**src/rtl/main_mem_ctrl.sv**
```systemverilog
// main_mem_ctrl: serves cache line fills and write-through words from a word-wide SRAM, adding a programmable access latency.
module main_mem_ctrl #(
  parameter int ACCESS_LAT = 2,
  parameter int SRAM_AW    = 12
) (
  input  logic               clk,
  input  logic               rst,
  input  logic [31:0]        mem_addr,
  input  logic [31:0]        mem_wdata,
  input  logic               mem_read_req,
  input  logic               mem_write_req,
  output logic [511:0]       mem_line_data,
  output logic               mem_ready,
  output logic [SRAM_AW-1:0] sram_addr,
  output logic [31:0]        sram_wdata,
  output logic               sram_we,
  input  logic [31:0]        sram_rdata
);
  localparam int LW = (ACCESS_LAT < 2) ? 1 : $clog2(ACCESS_LAT);
  typedef enum logic [2:0] {IDLE, LAT, FILL, WRITE, DONE} state_t;
  state_t             state_q, state_d;
  logic [LW-1:0]      lat_q, lat_d;
  logic [3:0]         beat_q, beat_d, cap_idx;
  logic               last_q, last_d, rd_q, rd_d;
  logic [SRAM_AW-1:0] wa_q, wa_d;
  logic [31:0]        wd_q, wd_d;
  logic [511:0]       shadow_q, shadow_d, line_q, line_d;
  logic               unused_addr;
  assign unused_addr = ^{mem_addr[31:SRAM_AW+2], mem_addr[1:0]};
  always_ff @(posedge clk) begin
    if (rst) begin
      state_q  <= IDLE;
      lat_q    <= '0;
      beat_q   <= '0;
      last_q   <= 1'b0;
      rd_q     <= 1'b0;
      wa_q     <= '0;
      wd_q     <= '0;
      shadow_q <= '0;
      line_q   <= '0;
    end else begin
      state_q  <= state_d;
      lat_q    <= lat_d;
      beat_q   <= beat_d;
      last_q   <= last_d;
      rd_q     <= rd_d;
      wa_q     <= wa_d;
      wd_q     <= wd_d;
      shadow_q <= shadow_d;
      line_q   <= line_d;
    end
  end
  // Read data trails its address by one cycle, so each FILL cycle stores the previous beat.
  assign cap_idx = last_q ? 4'hf : beat_q - 4'd1;
  always_comb begin
    state_d  = state_q;
    lat_d    = lat_q;
    beat_d   = beat_q;
    last_d   = last_q;
    rd_d     = rd_q;
    wa_d     = wa_q;
    wd_d     = wd_q;
    shadow_d = shadow_q;
    line_d   = line_q;
    case (state_q)
      IDLE: if (mem_read_req || mem_write_req) begin
        rd_d    = mem_read_req;
        wa_d    = mem_addr[SRAM_AW+1:2];
        wd_d    = mem_read_req ? wd_q : mem_wdata;
        lat_d   = LW'(ACCESS_LAT - 1);
        state_d = (ACCESS_LAT == 0) ? (mem_read_req ? FILL : WRITE) : LAT;
      end
      LAT: if (lat_q == '0) state_d = rd_q ? FILL : WRITE;
           else lat_d = lat_q - LW'(1);
      FILL: begin
        if (beat_q != 4'd0 || last_q) shadow_d[{cap_idx, 5'b0} +: 32] = sram_rdata;
        if (last_q) begin
          state_d = DONE;
          last_d  = 1'b0;
          beat_d  = 4'd0;
          line_d  = {sram_rdata, shadow_q[479:0]};
        end else if (beat_q == 4'hf) last_d = 1'b1;
        else beat_d = beat_q + 4'd1;
      end
      WRITE: state_d = DONE;
      DONE: state_d = IDLE;
      default: state_d = IDLE;
    endcase
  end
  assign mem_ready     = state_q == DONE;
  assign mem_line_data = line_q;
  assign sram_we       = state_q == WRITE;
  assign sram_wdata    = state_q == WRITE ? wd_q : '0;
  assign sram_addr     = state_q == FILL ? {wa_q[SRAM_AW-1:4], beat_q} : state_q == WRITE ? wa_q : '0;
endmodule

```
**config.mk**
```make
export PLATFORM = sky130hd
export DESIGN_NAME = main_mem_ctrl
export DESIGN_NICKNAME = d
export VERILOG_FILES = /design/src/rtl/main_mem_ctrl.sv
export SDC_FILE = /design/constraint.sdc
export NUM_CORES = 2
export LEC_CHECK = 0
export BUFFER_PORTS_ARGS = -buffer_cell sky130_fd_sc_hd__buf_2
export CAP_MARGIN = 40
export CORE_MARGIN = 2
export CORE_UTILIZATION = 33
export CTS_BUF_LIST = sky130_fd_sc_hd__clkbuf_2 sky130_fd_sc_hd__clkbuf_4 sky130_fd_sc_hd__clkbuf_8
export DETAILED_ROUTE_END_ITERATION = 10
export PLACE_DENSITY = 0.5
export SLEW_MARGIN = 0
export SYNTH_ARGS = -nofsm -noshare
export SYNTH_HDL_FRONTEND = slang
export SYNTH_SLANG_ARGS = --single-unit
```
**constraint.sdc**
```tcl
create_clock -name clk -period 5.3 [get_ports clk]
set_input_delay 0.265 -clock clk [delete_from_list [all_inputs] [get_ports clk]]
set_output_delay 0.265 -clock clk [all_outputs]
set_load 0.05 [all_outputs]
```
After elaboration in Yosys (flattened, before gate mapping)

Cells that the tools add are included.

Flip-flop bits (word level): 1078
Output and inout bits: 558
Logic and storage cells: 54

Shift-type cells: 2
Bitwise operators: 1
Equality and inequality tests: 9
Muxes and demuxes: 17
$add $sub $neg: 4
Reduce and logical (&&, ||, !) cells: 12

Operators with widths:

| cell                      | count |
|---|---|
| $bwmux 512                | 1 |
| $shift 32x11->512 const A | 1 |
| $shiftx 32x11->512        | 1 |
| $mux 32                   | 1 |
| $mux 12                   | 2 |
| $mux 4                    | 3 |
| $pmux 3 s4                | 1 |
| $neg 9->11                | 1 |
| $reduce_and 2->1          | 5 |
| $mux 3                    | 3 |
| $ne 2x2->1 const B        | 4 |
| $eq 3x2->1 const B        | 2 |
| $reduce_and 3->1          | 2 |
| $mux 1                    | 5 |
| $add 4x1->4 const B       | 1 |
| $eq 4x4->1 const B        | 1 |
| $reduce_bool 4->1         | 1 |
| $sub 4x1->4 const B       | 1 |
| $eq 3x1->1 const B        | 1 |
| $eq 3x3->1 const B        | 1 |
| $logic_not 3->1           | 1 |
| $logic_or 1x1->1          | 2 |
| $pmux 1 s2                | 1 |
| $reduce_bool 2->1         | 1 |
| 2 further kinds           | 2 |

Longest topological paths before layout

Depth after elaboration: 5
Depth in mapped cells: 12

Least setup slack after synthesis

Ideal clock, no wire load.

Path type: reg-to-reg
Start: register beat_q[0]
End: register shadow_q[63]
Cell stages (with the launch flop): 13
Data required time: 5.228 ns
Path slack: 2.481 ns
Setup time: 0.072 ns
Period minus slack after synthesis: 2.819 ns
Path buffers: 4
Arrival time: 2.748 ns
Cells stage by stage: dfxtp_1 buf_2 inv_1 ha_1 nor2b_1 ha_1 clkbuf_1 o21a_1 o41ai_4 and3_1 buf_2 buf_2 mux2i_1

Word-level cells in the longest chain between the ends: 5
Elaborated cells on any way between the ends: 9
Those cells by class: 2 x add/sub; 2 x shift; 2 x mux; 3 x reduce/logical

Ends and longest elaborated chain:

| what                                                    | RTL line | text |
|---|---|---|
| start, declared                                         | 23       | `logic [3:0] beat_q, beat_d, cap_idx;` |
| start signal, assigned                                  | 44       | `beat_q <= beat_d;` |
| $sub 4x1->4                                             | 54       | `assign cap_idx = last_q ? 4'hf : beat_q - 4'd1;` |
| $mux 4                                                  | 54       |  |
| $neg 9->11                                              | 76       | `if (beat_q != 4'd0 \|\| last_q) shadow_d[{cap_idx, 5'b0} +: 32] = sram_rdata;` |
| $shiftx 32x11->512 or $shift 32x11->512 (tied branches) | 76       |  |
| $bwmux 512                                              | 76       |  |
| end signal, assigned                                    | 49       | `shadow_q <= shadow_d;` |
| end, declared                                           | 27       | `logic [511:0] shadow_q, shadow_d, line_q, line_d;` |

Parallel ways exist; a longest one is shown, timed or not.
A chain may end at the register's enable or synchronous reset.

Worst setup path after layout

Start: register beat_q[0]
End: register shadow_q[399]

Same word-level chain as after synthesis.

==> run metrics <==
Post-Syn Area=0.03831 mm2; Vias/cell=4.754; Least-Margin Pin Slew=~1000 ps; initial antenna violation count=7; max cap viols=0; core area=0.1148 mm2; f_max=between 200 and 300 MHz; min Tclk post-route=approximately 3800 ps; post-synthesis net count=4,474; crit end category=flip-flop; Hold Vio Cnt, Final=0; Min-Delay Endpoint=mem_line_data[509]; input/output buffers=between 600 and 700; r2r endpoint=shadow_q[399]; YS warnings=0; ys flop type=dfxtp_1; layout cells sized above 1=19.99%; Leak=19.83 nW; Simple-Gate Fraction of Synth Area=about 23%; crit path launch type=flip-flop; Psw=a little under 4 mW; worst r2r path cells=9; post-synthesis xor/xnor area fraction=less than 1%; vias=around 32,000; FILL cells=11,788; Setup TNS Final=0 ps; post-placement cell area=roughly 0.043 mm2; Design Area, Final=around 0.048 mm2; hold depth=4; post_cts resized=0; Syn Area/Cell=8.770 um2; Layout area overhead=24.85%; combinational family with the most area after synthesis=simple AND/OR/NAND/NOR gates; First-pass DRT Iterations=5; initial DRC count=just over 2,000; post-CTS setup buffer count=0; hpwl dp=~82,000 um; post-synthesis compound-gate area fraction=between 9 and 10%; CTS sink cnt=roughly 1,000; Slew HR=about a third; hold path start=sram_rdata[29]; first-pass GRT wire length=192,800 um; sequential share of power=between 40% and 50%; antenna violation net count after detailed routing=0; Bufs on Longest Clock Path=3; hold slack=376.7 ps; total congestion overflow=0; CP arrival=4530 ps; post-synthesis sequential area ratio=about 55%; crit path max fanout=21; CTS tree=done; switching power share of the total=roughly a quarter; nets=~5,100; drt total wl=133,700 um; cts bufs inserted=182; initial core utilization=around 33%; average wire per standard cell=about 20 um; CTS root buf=clkbuf_8; Die X=roughly 340 um; reg-to-reg critical path startpoint=beat_q[0]; Internal Power=approximately 13 mW; Core Rows=roughly 120; post-synthesis mux area share=under 10%; Distinct cells, synth=49; Adder-Cell Fraction of Synth Area=less than 1%; Die H=roughly 340 um; RSZ-0062 raised after global routing=false; DR DRC count=0; Final Max Slew Viols=0; Tot GR Track Use=a little over a fifth; die area=between 0.1 and 0.15 mm2; Clk pwr share=between 40% and 50%; Worst Skew=just over 60 ps; crit path kind=reg -> reg; largest net degree at the start of global routing=185; Final Setup Violations=0; final worst-path cycle share=71.68%; flop-to-flop setup slack=1500 ps; status=finished clean; fin util=roughly two fifths; VDD IR-drop max=0.2211 mV; async set-or-reset flop fraction in the synthesized netlist=0%; Worst Hold Class=in -> reg; synthesized instance count=approximately 4,400; clk slew on worst S/H paths=approximately 60 ps; Clk Latency, worst-skew pair=between 800 and 900 ps; Gate power share=approximately 4.8%; Synth area leaders=dfxtp_1 55%, nand2_1 12%, mux2i_1 8.5%; Yosys top cell by area=dfxtp_1; vias in the first global route=29,893; Yosys reg bits=roughly 1,000; Post-synth EDFFs=0; Worst Path Required=slightly above 6000 ps; Final GP Congestion=slightly below 0.8; H-tree depth=4; Power Dens Cells=about 350 mW/mm2; Synth top area share=between 50 and 60%; IO Pins=658
## worst max path at each step
| stage | startpoint | to | slack [ps] |
|---|---|---|---|
| 2_1_floorplan | beat_q[0] | shadow_q[63] | 2480 |
| 3_3_place_gp | beat_q[0] | shadow_q[43] | 1360 |
| 3_5_place_dp | beat_q[0] | shadow_q[396] | 1490 |
| 4_1_cts | beat_q[0] | shadow_q[399] | 1470 |
| 5_1_grt | beat_q[0] | shadow_q[396] | 1090 |
| 6_report | beat_q[0] | shadow_q[399] | 1500 |
## Yosys cell counts, types with 3 or more instances
| cell type | n |
|---|---|
| a21oi_1 | 595 |
| a31oi_1 | 3 |
| and2_1 | 10 |
| and3_1 | 39 |
| buf_2 | 89 |
| buf_4 | 8 |
| buf_6 | 3 |
| clkbuf_1 | 236 |
| clkbuf_2 | 3 |
| dfxtp_1 | 1046 |
| ha_1 | 6 |
| inv_1 | 7 |
| mux2i_1 | 325 |
| nand2_1 | 1244 |
| nand2b_1 | 417 |
| nand3_1 | 78 |
| nand3b_1 | 65 |
| nor2_1 | 18 |
| nor3_1 | 10 |
| nor3b_1 | 3 |
| o21ai_0 | 96 |
| o21ai_1 | 35 |
## critical path, stage by stage, from the launching register on
cell	delay, ps
dfxtp_1	510
inv_1	160
ha_1	420
nor2b_1	260
ha_1	320
nor3_1	410
and2_1	290
and3_2	700
buf_4	380
mux2i_1	240
## state kept, by name, indices dropped and copies added (netlist names)
signal	cells
mem_line_data	512
shadow_q	480
wd_q	32
wa_q	12
beat_q	4
state_q	3
last_q	1
lat_q	1
rd_q	1
## per-layer routing
layer	share of wire (%)	global-route usage, %	up-vias
li1	-	-	15635
met1	46	29.64	15106
met2	45	33.19	811
met3	6.4	5.480	198
met4	2.5	6.890	0
met5	0	0	-
## power groups by stage
stage	clock (mW)	sequential [mW]	combinational (mW)
6_report	7.88	7.92	0.794
3_3_place_gp	0	8.09	0.721
4_1_cts	8.12	7.92	0.801
2_1_floorplan	0	8.08	0.412
5_1_grt	8.46	7.92	0.852
3_5_place_dp	0	8.09	0.720
## cell families (layout without fill, tap and decap cells)
logic type / after synthesis / in the layout
and+or+nand+nor: 1899 / 1899
DFF: 1046 / 1046
AOI/OAI and AO/OA: 743 / 743
buffers and inverters: 347 / 1137
muxes: 325 / 325
adders and majority gates: 6 / 6
xor gates and xnor gates: 2 / 2
other: 0 / 9
## cells in the final DEF, fill, tap and decap left out, types with 10 or more instances in the layout
master,n
nand2_1,1244
dfxtp_1,1046
buf_2,636
a21oi_1,595
nand2b_1,417
mux2i_1,325
clkbuf_8,232
dlygate4sd3_1,124
o21ai_0,96
clkbuf_4,71
nand3_1,70
nand3b_1,65
and3_1,37
o21ai_1,35
buf_4,31
nor2_1,17
buf_12,14
and2_1,10
## layout make-up
class	instances	area, um2	area share [%]
Sequential cell	1046	20940	43.79
Multi-Input combinational cell	2975	16000	33.45
Timing Repair Buffer	808	5007	10.47
Clock buffer	303	3726	7.791
Tap cell	1512	1892	3.956
Clock inverter	19	211.5	0.4422
Inverter	7	26.28	0.05494
Antenna cell	9	22.52	0.04709
## what timing repair did
action	in CTS	in global routing
endpoints found under the hold margin	279	0
setup endpoints to repair	0	0
hold buffers	124	0
## through the flow
step                      cells  power [mW]  setup WS, ps
final                      6679       16.59          1501
after floorplan            4368       8.490          2481
after detailed placement   6224       8.810          1494
after global routing       6672       17.23          1086
after CTS                  6670       16.84          1473
after global placement     6218       8.809          1359
No activity file was read; power rests on OpenSTA's default activity.
